File: config.mk
export PLATFORM = sky130hd
export DESIGN_NAME = univ_shift_seq
export DESIGN_NICKNAME = d
export VERILOG_FILES = /design/src/rtl/univ_shift_seq_pkg.sv /design/src/rtl/univ_shift_seq_step_mux.sv /design/src/rtl/univ_shift_seq.sv
export SDC_FILE = /design/constraint.sdc
export NUM_CORES = 1
export LEC_CHECK = 0
export ABC_AREA = 1
export CAP_MARGIN = 20
export CORE_ASPECT_RATIO = 1.75
export CORE_UTILIZATION = 41
export CTS_CLUSTER_SIZE = 25
export DETAILED_ROUTE_END_ITERATION = 10
export PLACE_DENSITY = 0.7
export SLEW_MARGIN = 25
export SYNTH_ARGS = -nofsm -noshare
export SYNTH_HDL_FRONTEND = slang
export SYNTH_SLANG_ARGS = --single-unit
File: constraint.sdc
create_clock -name clk -period 1.42 [get_ports clk]
set_input_delay 0.213 -clock clk [delete_from_list [all_inputs] [get_ports clk]]
set_output_delay 0.213 -clock clk [all_outputs]
set_load 0.05 [all_outputs]
File: src/rtl/univ_shift_seq_pkg.sv
// Shared definitions for the universal shift register: op codes, FSM states
// and the reserved-op predicate.
package shift_pkg;

    typedef enum logic [2:0] {
        OP_SLL = 3'b000,
        OP_SRL = 3'b001,
        OP_SRA = 3'b010,
        OP_ROL = 3'b011,
        OP_ROR = 3'b100
    } op_t;

    typedef enum logic [1:0] {
        ST_IDLE  = 2'b00,
        ST_SHIFT = 2'b01,
        ST_DONE  = 2'b10
    } state_t;

    function automatic logic is_reserved_op(input logic [2:0] op);
        return op > 3'(OP_ROR);
    endfunction

endpackage

File: src/rtl/univ_shift_seq_step_mux.sv
// Single-step shift datapath: per-bit mux choosing the left or right
// neighbour (with fill bit) according to the operation.
module shift_step_mux
    import shift_pkg::*;
#(
    parameter int WIDTH = 8
) (
    input  logic [WIDTH-1:0] o,
    input  logic [2:0]       op,
    input  logic             IL,
    input  logic             IR,
    output logic [WIDTH-1:0] nxt,
    output logic             so
);

    localparam int M = WIDTH - 1;

    logic             lsb_fill;
    logic             msb_fill;
    logic             go_left;
    logic             go_right;
    logic [WIDTH-1:0] from_below;
    logic [WIDTH-1:0] from_above;

    always_comb begin
        lsb_fill = IR;
        msb_fill = IL;
        go_left  = 1'b0;
        go_right = 1'b0;
        so       = 1'b0;
        case (op)
            OP_SLL: begin go_left  = 1'b1; lsb_fill = IR;   so = o[M]; end
            OP_ROL: begin go_left  = 1'b1; lsb_fill = o[M]; so = o[M]; end
            OP_SRL: begin go_right = 1'b1; msb_fill = IL;   so = o[0]; end
            OP_SRA: begin go_right = 1'b1; msb_fill = o[M]; so = o[0]; end
            OP_ROR: begin go_right = 1'b1; msb_fill = o[0]; so = o[0]; end
            default: ;
        endcase
    end

    // Neighbour vectors: bit i of from_below is o[i-1], of from_above is o[i+1].
    assign from_below = {o[M-1:0], lsb_fill};
    assign from_above = {msb_fill, o[M:1]};

    for (genvar i = 0; i < WIDTH; i++) begin : g_bit
        assign nxt[i] = go_left  ? from_below[i] :
                        go_right ? from_above[i] : o[i];
    end

endmodule

File: src/rtl/univ_shift_seq.sv
// Universal shift register with start/busy/done sequencing; performs one
// single-bit shift step per clock for the requested amount.
module univ_shift_seq
    import shift_pkg::*;
#(
    parameter int WIDTH = 8,
    parameter int AW    = $clog2(WIDTH) + 1
) (
    input  logic             clk,
    input  logic             reset,
    input  logic [WIDTH-1:0] In,
    input  logic             IL,
    input  logic             IR,
    input  logic             load,
    input  logic             start,
    input  logic [2:0]       op,
    input  logic [AW-1:0]    amt,
    output logic [WIDTH-1:0] out,
    output logic             so,
    output logic             busy,
    output logic             done,
    output logic             err
);

    state_t           state;
    state_t           state_nxt;
    logic [AW-1:0]    cnt;
    logic [2:0]       op_q;
    logic [WIDTH-1:0] step_word;
    logic             step_so;

    shift_step_mux #(.WIDTH(WIDTH)) u_mux (
        .o   (out),
        .op  (op_q),
        .IL  (IL),
        .IR  (IR),
        .nxt (step_word),
        .so  (step_so)
    );

    always_ff @(posedge clk or negedge reset) begin
        if (!reset) begin
            state <= ST_IDLE;
            out   <= '0;
            so    <= 1'b0;
            cnt   <= '0;
            op_q  <= '0;
        end else begin
            state <= state_nxt;
            case (state)
                ST_IDLE: begin
                    if (load) begin
                        out <= In;
                    end else if (start) begin
                        op_q <= op;
                        cnt  <= amt;
                    end
                end
                ST_SHIFT: begin
                    out <= step_word;
                    so  <= step_so;
                    cnt <= cnt - 1'b1;
                end
                default: ;
            endcase
        end
    end

    always_comb begin
        state_nxt = state;
        busy      = 1'b0;
        done      = 1'b0;
        err       = 1'b0;
        case (state)
            ST_IDLE: begin
                if (!load && start) begin
                    // Zero-length and reserved requests skip straight to completion.
                    if (amt == '0 || is_reserved_op(op))
                        state_nxt = ST_DONE;
                    else
                        state_nxt = ST_SHIFT;
                end
            end
            ST_SHIFT: begin
                busy = 1'b1;
                if (cnt == AW'(1))
                    state_nxt = ST_DONE;
            end
            ST_DONE: begin
                done      = 1'b1;
                err       = is_reserved_op(op_q);
                state_nxt = ST_IDLE;
            end
            default: state_nxt = ST_IDLE;
        endcase
    end

endmodule

**Yosys cells after proc, flatten, opt, wreduce, memory -nomap -nowiden**

Index checks and enable logic that the tools add are counted.
W data, S select, Z words.

- Add/subtract/negate cells: 1
- Magnitude comparators: 2
- Eq/ne operators: 14
- Muxes and demuxes: 33
- Bitwise operators: 1
- Reduce and logical (&&, ||, !) cells: 14

Operator list:

| kind | count |
|---|---|
| $mux W1 | 22 |
| $pmux W8 S2 | 1 |
| $ne A2 B2 Y1 const B | 5 |
| $reduce_and A3 Y1 | 3 |
| $mux W4 | 2 |
| $mux W8 | 1 |
| $pmux W4 S2 | 1 |
| $eq A3 B2 Y1 const B | 2 |
| $gt A3 B3 Y1 const B | 2 |
| $mux W2 | 3 |
| $eq A4 B1 Y1 const B | 1 |
| $logic_not A4 Y1 | 1 |
| $pmux W1 S2 | 2 |
| $pmux W2 S2 | 1 |
| $reduce_and A4 Y1 | 1 |
| $sub A4 B1 Y4 const B | 1 |
| $eq A3 B1 Y1 const B | 1 |
| $eq A3 B3 Y1 const B | 1 |
| $logic_not A3 Y1 | 1 |
| $ne A3 B1 Y1 const B | 1 |
| $ne A3 B2 Y1 const B | 1 |
| $reduce_or A3 Y1 | 1 |
| $eq A2 B1 Y1 const B | 1 |
| $eq A2 B2 Y1 const B | 1 |
| 8 further kinds | 8 |

- Register bits after elaboration: 18
- Input bits: 21
- Output and inout bits: 12
- Word-level logic and storage cells: 71

**Logic depth before layout (Yosys ltp)**

Gate-level depths: netlist of run 1.

- Depth in word-level cells: 6
- Gate-level depth with buffers: 9
- Gate-level depth less buffers: 9

**Cells and area by module**

A second synthesis of run 1 with hierarchy kept.

- Cells, all modules: 196
- Area, all modules: 1273.7 µm²

Modules (own cells, without submodules):

| module | times used | cells an instance | area each (µm²) | seq. area each (µm²) |
|---|---|---|---|---|
| univ_shift_seq | 1 | 127 | 963.4 | 450.4 |
| shift_step_mux | 1 | 69 | 310.3 | 0.0 |

**Least setup slack after synthesis of run 1**

OpenSTA, ideal clock, no wires.

- Path type: register to output
- Start: register op_q[0]
- End: output port err
- Arrival time: 1.692 ns
- Required time: 1.207 ns
- Setup slack: -0.485 ns
- Cell stages (with the launch flop): 5
- Path buffers: 0
- Path through: dfrtp_1 > inv_1 > nand2_1 > nand2_1 > nor3_1

- Cells in the longest elaborated chain, start to end: 2

RTL lines:

| what | line | RTL |
|---|---|---|
| from (decl) | univ_shift_seq.sv:28 | `logic [2:0] op_q;` |
| from (signal assigned) | univ_shift_seq.sv:55 | `op_q <= op;` |
| $gt A3 B3 Y1 | univ_shift_seq_pkg.sv:20 | `return op > 3'(OP_ROR);` |
| $mux W1 | univ_shift_seq.sv:74 | `case (state)` |
| to (decl) | univ_shift_seq.sv:22 | `output logic err` |

Every way passes these cells.

**Worst setup path after layout of run 1**

Same ends and word-level chain as after synthesis.

==> impl_metrics.py, run 1 <==
metrics = {
    "global_routing": {
        "grt_overflow": 0,
        "grt_pass1_vias": 1208,
        "grt_usage_pct": 21.20,
        "grt_pass1_wl_um": 5071,
        "antenna_found_initial": 0,
        "grt_max_degree": 19,
    },
    "timing": {
        "fin_tns_setup_ps": 0,
        "setup_violations": 0,
        "fin_crit_ps": 1418,
        "finalCritPeriodShare_pct": 99.89,
        "drv_slew": 0,
        "hold_violations": 0,
        "max-slew-margin-rel_pct": 81.06,
        "fin_worst_skew_ps": 0.6010,
        "fmax_mhz": 705.0,
        "worstMarginPinSlew_ps": 283.4,
        "rsz0062_at_grt": "true",
    },
    "critical_path": {
        "cp-end-kind": "output port",
        "critPathTopFamily": "flip-flops",
        "worstPathArrival_ps": 1210,
        "path_buf_inv": 2,
        "crit_type": "reg2out",
        "worstPathRequired_ps": 1210,
        "cp_common_cell": "nand2_4",
        "path_cells": "inv_2 -> nand2_4 -> nand2_4 -> nor3_4 -> buf_12",
        "critPathLaunchType": "flop",
        "crit_fanout": 3,
        "reg2reg_setup_slack_ps": 110,
        "max_stage_delay_ps": 380,
        "cp_slowest_cell": "dfrtp_1",
    },
    "layout": {
        "final_core_util_pct": 66.14,
        "antenna_cells": 0,
        "layout.nets": 228,
        "drive_gt1_share_pct": 21.57,
        "layout_common_cells": "nand2_1, inv_1, clkdlybuf4s50_1, dfrtp_1",
        "fill_cells": 230,
        "syn_to_final_growth_pct": 53.73,
        "final_area_um2": 1779,
        "layout_commonest_cell": "nand2_1",
    },
    "cts": {
        "cts_made_buffers": 3,
        "worstSkewPairLatency_ps": 250,
        "hold_buffers": 0,
        "ctsRootBufferMaster": "clkbuf_8",
        "cts_tree": "yes",
        "htreeDepth": 1,
        "clock_sinks": 18,
        "cts_buffer_depth": 2,
        "path_clk_slew_ps": 70,
    },
    "floorplan": {
        "core_area_um2": 2690,
        "ios": 33,
        "dieWidth_um": 42.16,
        "initial_utilization_pct": 43.02,
        "die_h_um": 72.29,
        "num_rows": 25,
        "dieArea_um2": 3048,
    },
    "status": {
        "status": "finished clean",
    },
    "power": {
        "p_per_area_nw_per_um2": 2376,
        "peakVddDrop_mv": 1.076,
        "p_leak_nw": 0.8803,
    },
    "synthesis": {
        "yosys.area_share.simple_pct": 31.24,
        "ys_warn_count": 0,
        "synthMuxAreaShare_pct": 0,
        "synth_top_family_by_area": "simple AND/OR/NAND/NOR gates",
        "synth_xor_area_share_pct": 1.514,
        "syn_area_per_cell_um2": 7.189,
        "synth_cell_type_count": 23,
        "netlist_instances": 161,
        "ys_ff_latch": 18,
        "synth_fp_nets": 184,
        "synth_area_um2": 1157,
        "ys_seq_area_share_pct": 38.92,
        "yosys.area_share.adder_pct": 2.162,
        "synth_compound_area_share_pct": 16.22,
    },
    "detailed_routing": {
        "drt-pass1-iter-count": 4,
        "ant_nets": 0,
        "wire_per_inst_um": 12.81,
        "vias_per_cell": 5.307,
        "drt_iter0_drc": 24,
        "vias": 1226,
        "wl_um": 2959,
        "drc": 0,
    },
    "flow_run": {
        "cap_viol_max_count": 0,
    },
    "place": {
        "hpwl_um": 2243,
        "io_buffers": 32,
        "place_area_um2": 1647,
        "gp_congestion": 0.8106,
    },
    "min_path": {
        "hold_path.class": "in2async",
    },
}
## registers in the layout, indices dropped and copies added (netlist names)
name   cells
so         1
state      2
op_q       3
cnt        4
out        8
## cells by family after synthesis
group                      Yosys count
AOI/OAI and AO/OA                   32
xor gates and xnor gates             2
adders and majority gates            2
buffers and inverters               27
DFF                                 18
and+or+nand+nor                     80
## cell type report
class                      count  area [µm²]  share of cell area, %
tap                           27       33.78                  1.899
clock buffer                   4       55.05                  3.094
sequential                    18       451.7                  25.39
inverter                      25       96.34                  5.415
multi-input combinational    116       630.6                  35.44
timing repair buffer          41       511.7                  28.76
## Yosys cell counts, drive strengths merged
cell,number,share of area [%]
nand4,1,0.54
o211ai,2,1.3
a22oi,6,3.9
buf,2,1.6
nand2,44,16
nand3,15,6.5
nor3,1,0.43
a21oi,14,6.7
ha,2,2.2
or2,1,0.54
o21ai,10,4.3
xor2,2,1.5
nor2,18,7.2
inv,25,8.3
dfrtp,18,39
## where the power goes
group | total, mW | switching, mW | leakage [nW] | internal (mW)
Combinational | 2.77 | 1.58 | 0.643 | 1.18
Clock | 0.418 | 0.172 | 0.0288 | 0.246
Sequential | 1.04 | 0.286 | 0.209 | 0.757
Total | 4.23 | 2.04 | 0.880 | 2.19
## worst paths after layout
check	from	depth (start not counted)	endpoint
max reg2reg	op_q[0]	7	out[5]
max in group asynchronous	reset	2	state[1]
min	reset	2	op_q[2]
min reg2reg	cnt[3]	2	cnt[3]
max	op_q[0]	5	err
min in group clk	cnt[3]	2	cnt[3]
## worst reg2reg max path, delay by kind of cell (launching register included)
family	cells	cell delay [ps]
and+or+nand+nor	5	550
DFF	1	400
buffers and inverters	1	170
AOI/OAI and AO/OA	1	70
## metrics by stage
| step | total power [mW] | std cells | hold WS [ps] | worst slack (ps) |
|---|---|---|---|---|
| after CTS | 4.119 | 229 | 300.9 | 2.183 |
| after floorplan | 2.560 | 161 | -82.59 | -11.16 |
| after global placement | 3.547 | 221 | 473.4 | 62.46 |
| final | 4.227 | 231 | 290.5 | 1.504 |
| after global routing | 4.515 | 231 | 308.5 | -47.61 |
| after detailed placement | 3.600 | 221 | 491.5 | -1.373 |
## per-layer routing
| metal | track usage, % | part of all wire (%) |
|---|---|---|
| met5 | 0 | 0 |
| met2 | 38.46 | 57 |
| met4 | 11.11 | 1.7 |
| met3 | 2.736 | 4.2 |
| met1 | 23.43 | 37 |
## what timing repair did
action                                  CTS  global route
gates resized for setup                   3             9
pin swaps                                 1             3
setup buffers                             4             2
endpoints found under the setup margin    3            11
hold endpoints to repair                  0             0
(Power assumes the default switching activity.)
==> run 2, diff against run 1 <==
- ABC_CLOCK_PERIOD_IN_PS: default -> 1420
- CTS_CLUSTER_DIAMETER: default -> 60
==> results of run 2 <==
Final layout, timing and power as in run 1 (identical DEF).
